File: config.mk
export PLATFORM = sky130hd
export DESIGN_NAME = traffic_phase_scheduler
export DESIGN_NICKNAME = d
export VERILOG_FILES = /design/src/rtl/traffic_phase_scheduler.sv
export SDC_FILE = /design/constraint.sdc
export NUM_CORES = 1
export LEC_CHECK = 0
export BUFFER_PORTS_ARGS = -buffer_cell sky130_fd_sc_hd__buf_2
export CORE_MARGIN = 4
export CORE_UTILIZATION = 40
export CTS_BUF_LIST = sky130_fd_sc_hd__clkbuf_16
export CTS_CLUSTER_DIAMETER = 50
export DETAILED_ROUTE_END_ITERATION = 12
export GPL_TIMING_DRIVEN = 0
export SYNTH_ARGS = -nofsm -noshare
export SYNTH_HDL_FRONTEND = slang
export SYNTH_SLANG_ARGS = --single-unit
File: constraint.sdc
create_clock -name clk -period 3.4 [get_ports clk]
set_input_delay 0.17 -clock clk [delete_from_list [all_inputs] [get_ports clk]]
set_output_delay 0.17 -clock clk [all_outputs]
set_load 0.05 [all_outputs]
File: src/rtl/traffic_phase_scheduler.sv
// Two-road traffic light phase scheduler.
// Sequences main/sub green and yellow phases on a one-second tick, honours
// pedestrian requests by shortening the relevant green, and supports a
// flashing online mode and a full pause that resumes where it stopped.
module traffic_phase_scheduler #(
   parameter int CLOCK_HZ   = 5,
   parameter int MAIN_GREEN = 16,
   parameter int SUB_GREEN  = 16,
   parameter int YELLOWT    = 3,
   parameter int RATIO_EXT  = 8,
   parameter int PED_MIN    = 5
) (
   input  logic       clk,
   input  logic       rst_n,
   input  logic       Pause,
   input  logic       Online,
   input  logic       CarRatio,
   input  logic       PQm,
   input  logic       PQc,
   output logic [2:0] main_light_state,
   output logic [2:0] sub_light_state,
   output logic [4:0] main_reset_time,
   output logic [4:0] sub_reset_time,
   output logic       sec_tick
);

   // Phase encoding; the four running phases share a zero top bit
   localparam logic [2:0] ST_MG  = 3'd0;
   localparam logic [2:0] ST_MY  = 3'd1;
   localparam logic [2:0] ST_SG  = 3'd2;
   localparam logic [2:0] ST_SY  = 3'd3;
   localparam logic [2:0] ST_ONL = 3'd4;
   localparam logic [2:0] ST_PAU = 3'd5;

   localparam logic [2:0] LT_RED    = 3'd0;
   localparam logic [2:0] LT_GREEN  = 3'd1;
   localparam logic [2:0] LT_YELLOW = 3'd2;
   localparam logic [2:0] LT_ONLINE = 3'd3;
   localparam logic [2:0] LT_PAUSE  = 3'd4;

   localparam int TW = (CLOCK_HZ > 1) ? $clog2(CLOCK_HZ) : 1;
   localparam logic [TW-1:0] TICK_LAST = TW'(CLOCK_HZ - 1);

   localparam logic [4:0] MG_LOAD     = 5'(MAIN_GREEN);
   localparam logic [4:0] MG_EXT_LOAD = 5'(MAIN_GREEN + RATIO_EXT);
   localparam logic [4:0] SG_LOAD     = 5'(SUB_GREEN);
   localparam logic [4:0] Y_LOAD      = 5'(YELLOWT);
   localparam logic [4:0] PED_LOAD    = 5'(PED_MIN);

   logic [2:0]    phase_q, phase_d;
   logic [2:0]    savedPhase_q, savedPhase_d;
   logic [4:0]    timer_q, timer_d;
   logic [TW-1:0] tickCount_q, tickCount_d;
   logic          pedMain_q, pedMain_d;
   logic          pedSub_q, pedSub_d;
   logic [2:0]    stepPhase;
   logic [4:0]    stepTimer;
   logic [2:0]    dispPhase;

   // Time loaded when a running phase is entered
   function automatic logic [4:0] entryLoad(input logic [2:0] ph, input logic car);
      case (ph)
         ST_MG:   entryLoad = car ? MG_EXT_LOAD : MG_LOAD;
         ST_SG:   entryLoad = SG_LOAD;
         default: entryLoad = Y_LOAD;
      endcase
   endfunction

   // The tick only fires in running phases, so a frozen counter never pulses
   assign sec_tick = ~phase_q[2] & (tickCount_q == TICK_LAST);

   // Next-state logic: online flush first, then pause handling, then the
   // running sequence where a coinciding tick completes before any freeze
   always_comb begin
      phase_d      = phase_q;
      savedPhase_d = savedPhase_q;
      timer_d      = timer_q;
      tickCount_d  = tickCount_q;
      pedMain_d    = pedMain_q | PQm;
      pedSub_d     = pedSub_q | PQc;
      stepPhase    = phase_q;
      stepTimer    = timer_q;
      if (Online) begin
         phase_d     = ST_ONL;
         tickCount_d = '0;
         pedMain_d   = 1'b0;
         pedSub_d    = 1'b0;
      end else if (phase_q == ST_ONL) begin
         phase_d     = ST_MG;
         timer_d     = entryLoad(ST_MG, CarRatio);
         tickCount_d = '0;
         pedMain_d   = 1'b0;
         pedSub_d    = 1'b0;
      end else if (phase_q == ST_PAU) begin
         if (!Pause) begin
            phase_d = savedPhase_q;
         end
      end else begin
         tickCount_d = sec_tick ? '0 : tickCount_q + TW'(1);
         if (sec_tick) begin
            if (timer_q > 5'd1) begin
               stepTimer = timer_q - 5'd1;
            end else begin
               stepPhase = {1'b0, phase_q[1:0] + 2'd1};
               stepTimer = entryLoad(stepPhase, CarRatio);
            end
         end
         if ((phase_q == ST_MG) && (pedMain_q || PQm)) begin
            pedMain_d = 1'b0;
            if (timer_q > PED_LOAD) begin
               stepTimer = PED_LOAD;
            end
         end
         if ((phase_q == ST_SG) && (pedSub_q || PQc)) begin
            pedSub_d = 1'b0;
            if (timer_q > PED_LOAD) begin
               stepTimer = PED_LOAD;
            end
         end
         timer_d = stepTimer;
         if (Pause) begin
            phase_d      = ST_PAU;
            savedPhase_d = stepPhase;
         end else begin
            phase_d = stepPhase;
         end
      end
   end

   // State registers; reset restarts the sequence at a fresh main green
   always_ff @(posedge clk or negedge rst_n) begin
      if (!rst_n) begin
         phase_q      <= ST_MG;
         savedPhase_q <= ST_MG;
         timer_q      <= MG_LOAD;
         tickCount_q  <= '0;
         pedMain_q    <= 1'b0;
         pedSub_q     <= 1'b0;
      end else begin
         phase_q      <= phase_d;
         savedPhase_q <= savedPhase_d;
         timer_q      <= timer_d;
         tickCount_q  <= tickCount_d;
         pedMain_q    <= pedMain_d;
         pedSub_q     <= pedSub_d;
      end
   end

   // Light codes and displayed times; a paused display shows the frozen phase
   always_comb begin
      dispPhase        = (phase_q == ST_PAU) ? savedPhase_q : phase_q;
      main_light_state = LT_RED;
      sub_light_state  = LT_RED;
      main_reset_time  = timer_q;
      sub_reset_time   = timer_q;
      case (dispPhase)
         ST_MG: begin
            main_light_state = LT_GREEN;
            sub_reset_time   = timer_q + Y_LOAD;
         end
         ST_MY: begin
            main_light_state = LT_YELLOW;
         end
         ST_SG: begin
            sub_light_state = LT_GREEN;
            main_reset_time = timer_q + Y_LOAD;
         end
         ST_SY: begin
            sub_light_state = LT_YELLOW;
         end
         default: begin
            main_reset_time = 5'd0;
            sub_reset_time  = 5'd0;
         end
      endcase
      if (phase_q == ST_PAU) begin
         main_light_state = LT_PAUSE;
         sub_light_state  = LT_PAUSE;
      end else if (phase_q == ST_ONL) begin
         main_light_state = LT_ONLINE;
         sub_light_state  = LT_ONLINE;
         main_reset_time  = 5'd0;
         sub_reset_time   = 5'd0;
      end
   end

endmodule

==> results of run 1 <==
[synth_stat cells, drive strengths merged (2+ instances only)]
cell | instances | area, sq um
a211oi | 2 | 15.0
a21o | 5 | 37.5
a21oi | 14 | 70.1
a22o | 4 | 35.0
and2 | 4 | 25.0
and2b | 2 | 15.0
buf | 8 | 55.1
clkbuf | 4 | 15.0
dfrtp | 15 | 375
ha | 9 | 113
inv | 11 | 41.3
mux2i | 2 | 20.0
nand2 | 16 | 60.1
nand2b | 6 | 37.5
nand3 | 5 | 30.0
nor2 | 20 | 77.6
nor3 | 4 | 31.3
o21ai | 25 | 125
o21ba | 2 | 20.0
o21bai | 3 | 22.5
o22ai | 5 | 31.3
o2bb2ai | 2 | 17.5
o31ai | 2 | 15.0
or2 | 3 | 18.8
[logic make-up (layout without fill, tap and decap cells)]
family / Yosys count / count (layout) / share of synthesized area [%]
compound gates: 71 / 71 / 30.1
simple gates: 69 / 69 / 25.1
buf+inv: 23 / 51 / 7.49
flops: 16 / 16 / 27.0
fa+ha+maj: 9 / 9 / 7.58
mux: 3 / 3 / 2.10
xor+xnor: 1 / 1 / 0.589
[final cells by class]
cell class | count | area, sq um | share of cell area, %
inverter | 11 | 41.3 | 2.36
clock buffer | 3 | 75.1 | 4.29
timing repair buffer | 24 | 125 | 7.16
sequential | 16 | 402 | 23.0
tap | 46 | 57.6 | 3.29
clock inverter | 1 | 3.75 | 0.215
buffer | 12 | 70.1 | 4.01
multi-input combinational | 153 | 973 | 55.7
[metrics by stage]
step	std cells	setup slack, ns	hold WS (ns)
after floorplan	192	0.694	-0.126
after global placement	261	1.06	0.105
after detailed placement	261	1.02	0.116
after CTS	266	0.742	0.218
after global routing	266	0.532	0.242
final	266	0.739	0.214
[sequential cells by signal (all words and copies together), names as in the netlist]
name / flops
pedMain_q: 1
pedSub_q: 1
phase_q: 3
savedPhase_q: 3
tickCount_q: 3
timer_q: 5
[worst max-delay path: cells and delay by family, from the launching register on]
family	cells	cell delay (ns)
adder cells (fa/ha/maj)	1	0.19
flip-flops	1	0.45
AND/OR/NAND/NOR	3	0.70
buffers and inverters	3	0.51
AO/OA/AOI/OAI	2	0.40
[worst min-delay path by stage]
stage               start          to  slack, ns  depth (start not counted)
floorplan           rst_n   pedMain_q      -0.13                          0
global placement    rst_n  timer_q[2]       0.10                          1
detailed placement  rst_n  timer_q[2]       0.12                          1
CTS                   PQm   pedMain_q       0.22                          3
global route          PQm   pedMain_q       0.24                          3
finish                PQm   pedMain_q       0.21                          3
[cell usage in the layout, fill, tap and decap left out, drive strengths merged, types with 6 or more instances in the layout]
| cell | Yosys | routed |
|---|---|---|
| clkbuf | 4 | 7 |
| buf | 8 | 31 |
| dfrtp | 15 | 15 |
| a21oi | 14 | 14 |
| inv | 11 | 11 |
| o21ai | 25 | 25 |
| nand2b | 6 | 6 |
| nor2 | 20 | 20 |
| ha | 9 | 9 |
| nand2 | 16 | 16 |
[power by group through the flow]
stage	clock network, mW	registers (mW)	logic (mW)
6_report	0.234	0.249	0.522
4_1_cts	0.243	0.248	0.522
3_3_place_gp	0	0.251	0.514
5_1_grt	0.250	0.253	0.568
3_5_place_dp	0	0.252	0.519
2_1_floorplan	0	0.244	0.413
[layer usage]
| metal | vias to the layer above | share of wire [%] | global-route usage, % |
|---|---|---|---|
| met2 | 49 | 43 | 27.0 |
| met1 | 678 | 49 | 24.4 |
| li1 | 743 | - | - |
| met4 | 0 | 1.6 | 7.54 |
| met5 | - | 0 | 0 |
| met3 | 5 | 6.0 | 2.92 |
==> out/results.txt, run 1 <==
Fin. max-slew vios = 0
CP max stage cell = dfrtp_1
GP Congestion = 0.873
Worst path max stage delay = 0.45 ns
Reg clk slew, reported paths = 0.05 ns
Power share of the clock group = 23.3%
Initial Util = 42.9%
Peak VDD IR = 0.200 mV
Cell variety after synth = 53
Fin crit share = 78.3%
TritonCTS buffer count = 3
P&R area growth vs syn = 17.6%
IO buf count = 23
DR vias/cell = 5.55
Pre-antenna DRT Iters = 4
FF-to-FF Start = phase_q[0]
Site Rows = 21
Crit path DAT = 2.49 ns
Critical Path RT = 3.23 ns
Placed Instance Area = 1660 sq um
Worst skew pair latency = 0.25 ns
Die Ht = 69.0 um
Layout Utilization = 50.4%
WL per Instance = 14.2 um
DR vias = 1,475
Seq/Total Area, Yosys = 27.0%
Synth Net Count = 208
Io pins = 24
Most used cell, CP = buf_2
Achievable Freq = 376 MHz
Syn. warnings = 0
Routed wire length = 3790 um
Nets@finish = 237
Flop-to-flop setup slack = 1.15 ns
Diode count = 0
Syn Area/Cell = 7.74 sq um
Ratio of cells with drive above 1 in the final layout = 20.0%
Period minus WS final = 2.66 ns
Final TNS setup = 0 ns
Worst min path class = input pin to flop
Vias in the first global route = 1,313
Gr usage total = 17.7%
Die Area = 4760 sq um
Fin. Hold Viols = 0
Combinational group share of total power = 51.9%
Internal power = 0.538 mW
Worst r2r dst = tickCount_q[0]
Synth async-reset ratio = 100%
Switching part of the total power = 46.5%
Postcts setup bufs = 0
Antenna violations before repair = 0
Drt initial violations = 170
Clock skew = 0.00129 ns
CTS H-tree depth = 1
Total power = 1.00 mW
Worst-Margin Slew = 0.571 ns
Post-CTS Resized = 0
Worst r2r path cells = 7
RSZ-0062 raised after global routing = no
Sequential fraction of design power = 24.7%
Finished Cell Area = 1750 sq um
CTS tree = done
Power Density = 575 nW/um^2
Max cap viols = 0
Setup crit start = phase_q[1]
Most used DFF post-synth = dfrtp_1
Critical Path Start Type = flop
CTS root buf = clkbuf_16
Crit path max fanout = 9
Cts-stage hold buffer count = 1
Filler cells = 359
Status = finished, final reports clean
Post-route ant nets = 0
Register bit total from synthesis = 16
Post-Synthesis Cells = 192
Crit path cell chain = inv_1 > ha_1 > buf_2 > nor4bb_1 > or2_1 > or2_0 > a21o_1 > a22o_1 > buf_2
CP endpoint kind = output pin
First-pass GRT wire length = 6270 um
CTS max path bufs = 2
Lkg Pwr = 0.791 nW
Die Span X = 69.0 um
Final setup fails = 0
WS Path Type = flop to output pin
Switching pwr = 0.467 mW
Residual DRC count = 0
Core Box Area = 3470 sq um
Post-Synthesis Cell Area = 1490 sq um
DP Wirelength = 2910 um
Worst relative slew slack = 61.7%
EDFF count, synth = 0
Clk sink count = 16
Worst setup path end = main_reset_time[3]
Largest net degree at the start of global routing = 17
Global route overflow = 0
Power figures use the tool's default switching activity.
==> run 2: changes to the inputs <==
Settings changed: ABC_AREA from default to 1.
Clock period 3.4 ns to 2.78 ns, I/O delays scaled along.
==> run 2 against run 1 <==
Compared with the run above:
- clock skew grew 0.0035 ns
- die area shrank 5.2%
- total power grew 1.5%
- global-route usage shrank 1.1 points
- hold slack lost 0.13 ns
==> out/results.txt, run 2 <==
Status = finished, final reports clean (unchanged)
Hold Crit Depth = 2 (was 3)
EDFF count, synth = 0 (unchanged)
Clk sink count = 16 (unchanged)
Critical Path Start Type = flop (unchanged)
CP top delay family = buffers and inverters (was simple AND/OR/NAND/NOR gates)
Fin. Hold Viols = 0 (unchanged)
Synth area leaders = dfrtp_1, nand2_1, inv_1 (was dfrtp_1, ha_1, o21ai_0)
Most common cell in the netlist = nand2_1 (was o21ai_0)
RSZ-0062 raised after global routing = no (unchanged)
Routed wire length = 3400 um (was 3790 um)
Combinational group share of total power = 43.5% (was 51.9%)
Ratio of cells with drive above 1 in the final layout = 18.7% (was 20.0%)
P&R area growth vs syn = 18.7% (was 17.6%)
Diode count = 0 (unchanged)
CP max stage cell = dfrtp_1 (unchanged)
Post-Synthesis Cell Area = 1400 sq um (was 1490 sq um)
Post-Synthesis Cells = 213 (was 192)
Syn. warnings = 0 (unchanged)
Nets@finish = 258 (was 237)
Internal power = 0.569 mW (was 0.538 mW)
Worst-Margin Slew = 0.412 ns (was 0.571 ns)
Largest Register = timer_q (unchanged)
Gr usage total = 16.6% (was 17.7%)
Inst Count DP = 282 (was 261)
Period minus WS final = 2.34 ns
CTS max path bufs = 2 (unchanged)
Highest-count cells in the layout ignoring fill and taps = nand2_1, inv_1, buf_2 (was buf_2, o21ai_0, nor2_1)
Fin crit share = 84.0%
TritonCTS buffer count = 3 (unchanged)
Seq/Total Area, Yosys = 28.7% (was 27.0%)
Register bit total from synthesis = 16 (unchanged)
Crit path max fanout = 11 (was 9)
CP endpoint kind = output pin (unchanged)
Worst min path class = input pin to flop (unchanged)
Fin. max-slew vios = 0 (unchanged)
CTS root buf = clkbuf_16 (unchanged)
CTS tree = done (unchanged)
Antenna violations before repair = 0 (unchanged)
Crit path DAT = 2.20 ns (was 2.49 ns)
WL per Instance = 11.8 um (was 14.2 um)
Cell variety after synth = 29 (was 53)
Sequential fraction of design power = 28.0% (was 24.7%)
Drt initial violations = 36 (was 170)
Worst r2r path cells = 9 (was 7)
Power share of the clock group = 28.5% (was 23.3%)
Most common cell after layout, fill and taps aside = nand2_1 (was buf_2)
Core Box Area = 3360 sq um (was 3470 sq um)
CTS H-tree depth = 1 (unchanged)
Switching part of the total power = 44.2% (was 46.5%)
Worst relative slew slack = 72.5% (was 61.7%)
Largest net degree at the start of global routing = 17 (unchanged)
Crit path cell chain = ha_1 > nand2_2 > inv_2 > buf_6 > nand2_4 > o21ai_4 > o21ai_2 > nand2_1 > o21ai_1 > buf_2 (was inv_1 > ha_1 > buf_2 > nor4bb_1 > or2_1 > or2_0 > a21o_1 > a22o_1 > buf_2)
DR vias = 1,370 (was 1,475)
Max FFs per register = 5 (unchanged)
Finished Cell Area = 1660 sq um (was 1750 sq um)
Synth Net Count = 229 (was 208)
Residual DRC count = 0 (unchanged)
Achievable Freq = 428 MHz
Layout Utilization = 49.4% (was 50.4%)
Die Area = 4510 sq um (was 4760 sq um)
Synth async-reset ratio = 100% (unchanged)
Syn Area/Cell = 6.57 sq um (was 7.74 sq um)
Site Rows = 21 (unchanged)
Switching pwr = 0.451 mW (was 0.467 mW)
Final Non-Filler Cells = 287 (was 266)
Peak VDD IR = 0.252 mV (was 0.200 mV)
Postcts setup bufs = 0 (unchanged)
Dominant cell type by area after synthesis = dfrtp_1 (unchanged)
Io pins = 24 (unchanged)
Total power = 1.02 mW (was 1.00 mW)
Die Ht = 67.1 um (was 69.0 um)
WS Path Type = flop to output pin (unchanged)
Reg clk slew, reported paths = 0.05 ns (about the same)
IO buf count = 23 (unchanged)
Power Density = 614 nW/um^2 (was 575 nW/um^2)
Global route overflow = 0 (unchanged)
Worst path max stage delay = 0.48 ns (was 0.45 ns)
WP buf/inv = 3 (unchanged)
Most used DFF post-synth = dfrtp_1 (unchanged)
Vias in the first global route = 1,241 (was 1,313)
Die Span X = 67.1 um (was 69.0 um)
Placed Instance Area = 1570 sq um (was 1660 sq um)
Max cap viols = 0 (unchanged)
Post-synth top area share = 26.8% (was 25.3%)
DP Wirelength = 2630 um (was 2910 um)
DR vias/cell = 4.77 (was 5.55)
Filler cells = 384 (was 359)
List of most frequent post-synthesis cells = nand2_1, inv_1, nor2_1 (was o21ai_0, nor2_1, nand2_1)
Clock skew = 0.00481 ns (was 0.00129 ns)
Post-route ant nets = 0 (unchanged)
Worst skew pair latency = 0.25 ns (about the same)
Critical Path RT = 2.64 ns (was 3.23 ns)
WP depth = 10 (was 9)
First-pass GRT wire length = 5630 um (was 6270 um)
Initial Util = 41.6% (was 42.9%)
Pre-antenna DRT Iters = 4 (unchanged)
Final TNS setup = 0 ns (unchanged)
Lkg Pwr = 0.940 nW (was 0.791 nW)
GP Congestion = 0.821 (was 0.873)
Final setup fails = 0 (unchanged)
[run 2: changes by cell type after synthesis, sizes merged, moves of 4 or more]
| cell | change |
|---|---|
| nand3 | +11 |
| nand2 | +52 |
| and2 | -4 |
| a22o | -4 |
| clkbuf | -4 |
| inv | +25 |
| o21ai | -6 |
| a21o | -5 |
| nand2b | -6 |
| buf | -6 |
[run 2: worst register-to-register path, cell delays in order (launching register included)]
cell	delay (ns)
dfrtp_1	0.52
inv_1	0.14
ha_1	0.26
nand2_1	0.20
inv_1	0.13
nor2_2	0.17
inv_1	0.14
nor2_1	0.18
nand3_1	0.08
o21ai_0	0.09
[run 2: layout make-up]
class | instances | area (sq um) | share of cell area [%]
Tap cell | 46 | 57.6 | 3.47
Clock buffer | 3 | 75.1 | 4.52
Buffer | 2 | 18.8 | 1.13
Inverter | 36 | 135 | 8.14
Timing Repair Buffer | 24 | 125 | 7.54
Sequential cell | 16 | 402 | 24.2
Multi-Input combinational cell | 159 | 843 | 50.8
Clock inverter | 1 | 3.75 | 0.226
[run 2: cells by family (layout without fill, tap and decap cells)]
| group | Yosys count | in the layout | share of synthesized area [%] |
|---|---|---|---|
| simple gates | 110 | 110 | 34.6 |
| xor+xnor | 3 | 3 | 1.88 |
| flops | 16 | 16 | 28.7 |
| fa+ha+maj | 9 | 9 | 8.05 |
| compound gates | 37 | 37 | 15.7 |
| buf+inv | 38 | 66 | 11.0 |
[run 2: routing by layer]
layer / wire length [um] / GRT usage (%)
met5: 0 / 0
met4: 38 / 6.08
met3: 114 / 2.00
met2: 1550 / 27.6
met1: 1690 / 21.9
[run 2: what timing repair did]
action                                 4_1_cts  5_1_grt
setup endpoints to repair                    0        0
resized for setup                            0        0
hold buffers                                 1        0
endpoints found under the hold margin       15        0
[run 2: per-stage QoR]
stage                     hold slack [ns]  setup WS (ns)
after floorplan                    -0.157          0.459
after global placement             0.0905          0.724
after detailed placement           0.0907          0.708
after CTS                          0.0827          0.428
after global routing               0.0993          0.245
final                              0.0884          0.444
[run 2: power by group through the flow]
stage | clock network, mW | registers, mW | logic [mW]
2_1_floorplan | 0 | 0.282 | 0.355
3_3_place_gp | 0 | 0.288 | 0.442
3_5_place_dp | 0 | 0.289 | 0.443
4_1_cts | 0.300 | 0.285 | 0.447
5_1_grt | 0.306 | 0.288 | 0.488
6_report | 0.291 | 0.285 | 0.443
[run 2: final timing paths]
path,start,endpoint,slack [ns]
setup / recovery,phase_q[0],main_reset_time[4],0.44
hold / removal,Online,pedMain_q,0.09
setup reg to reg,phase_q[0],tickCount_q[0],0.79
hold reg to reg,savedPhase_q[2],savedPhase_q[2],0.50
max in group asynchronous,rst_n,timer_q[4],2.10
min in group asynchronous,rst_n,savedPhase_q[0],0.36
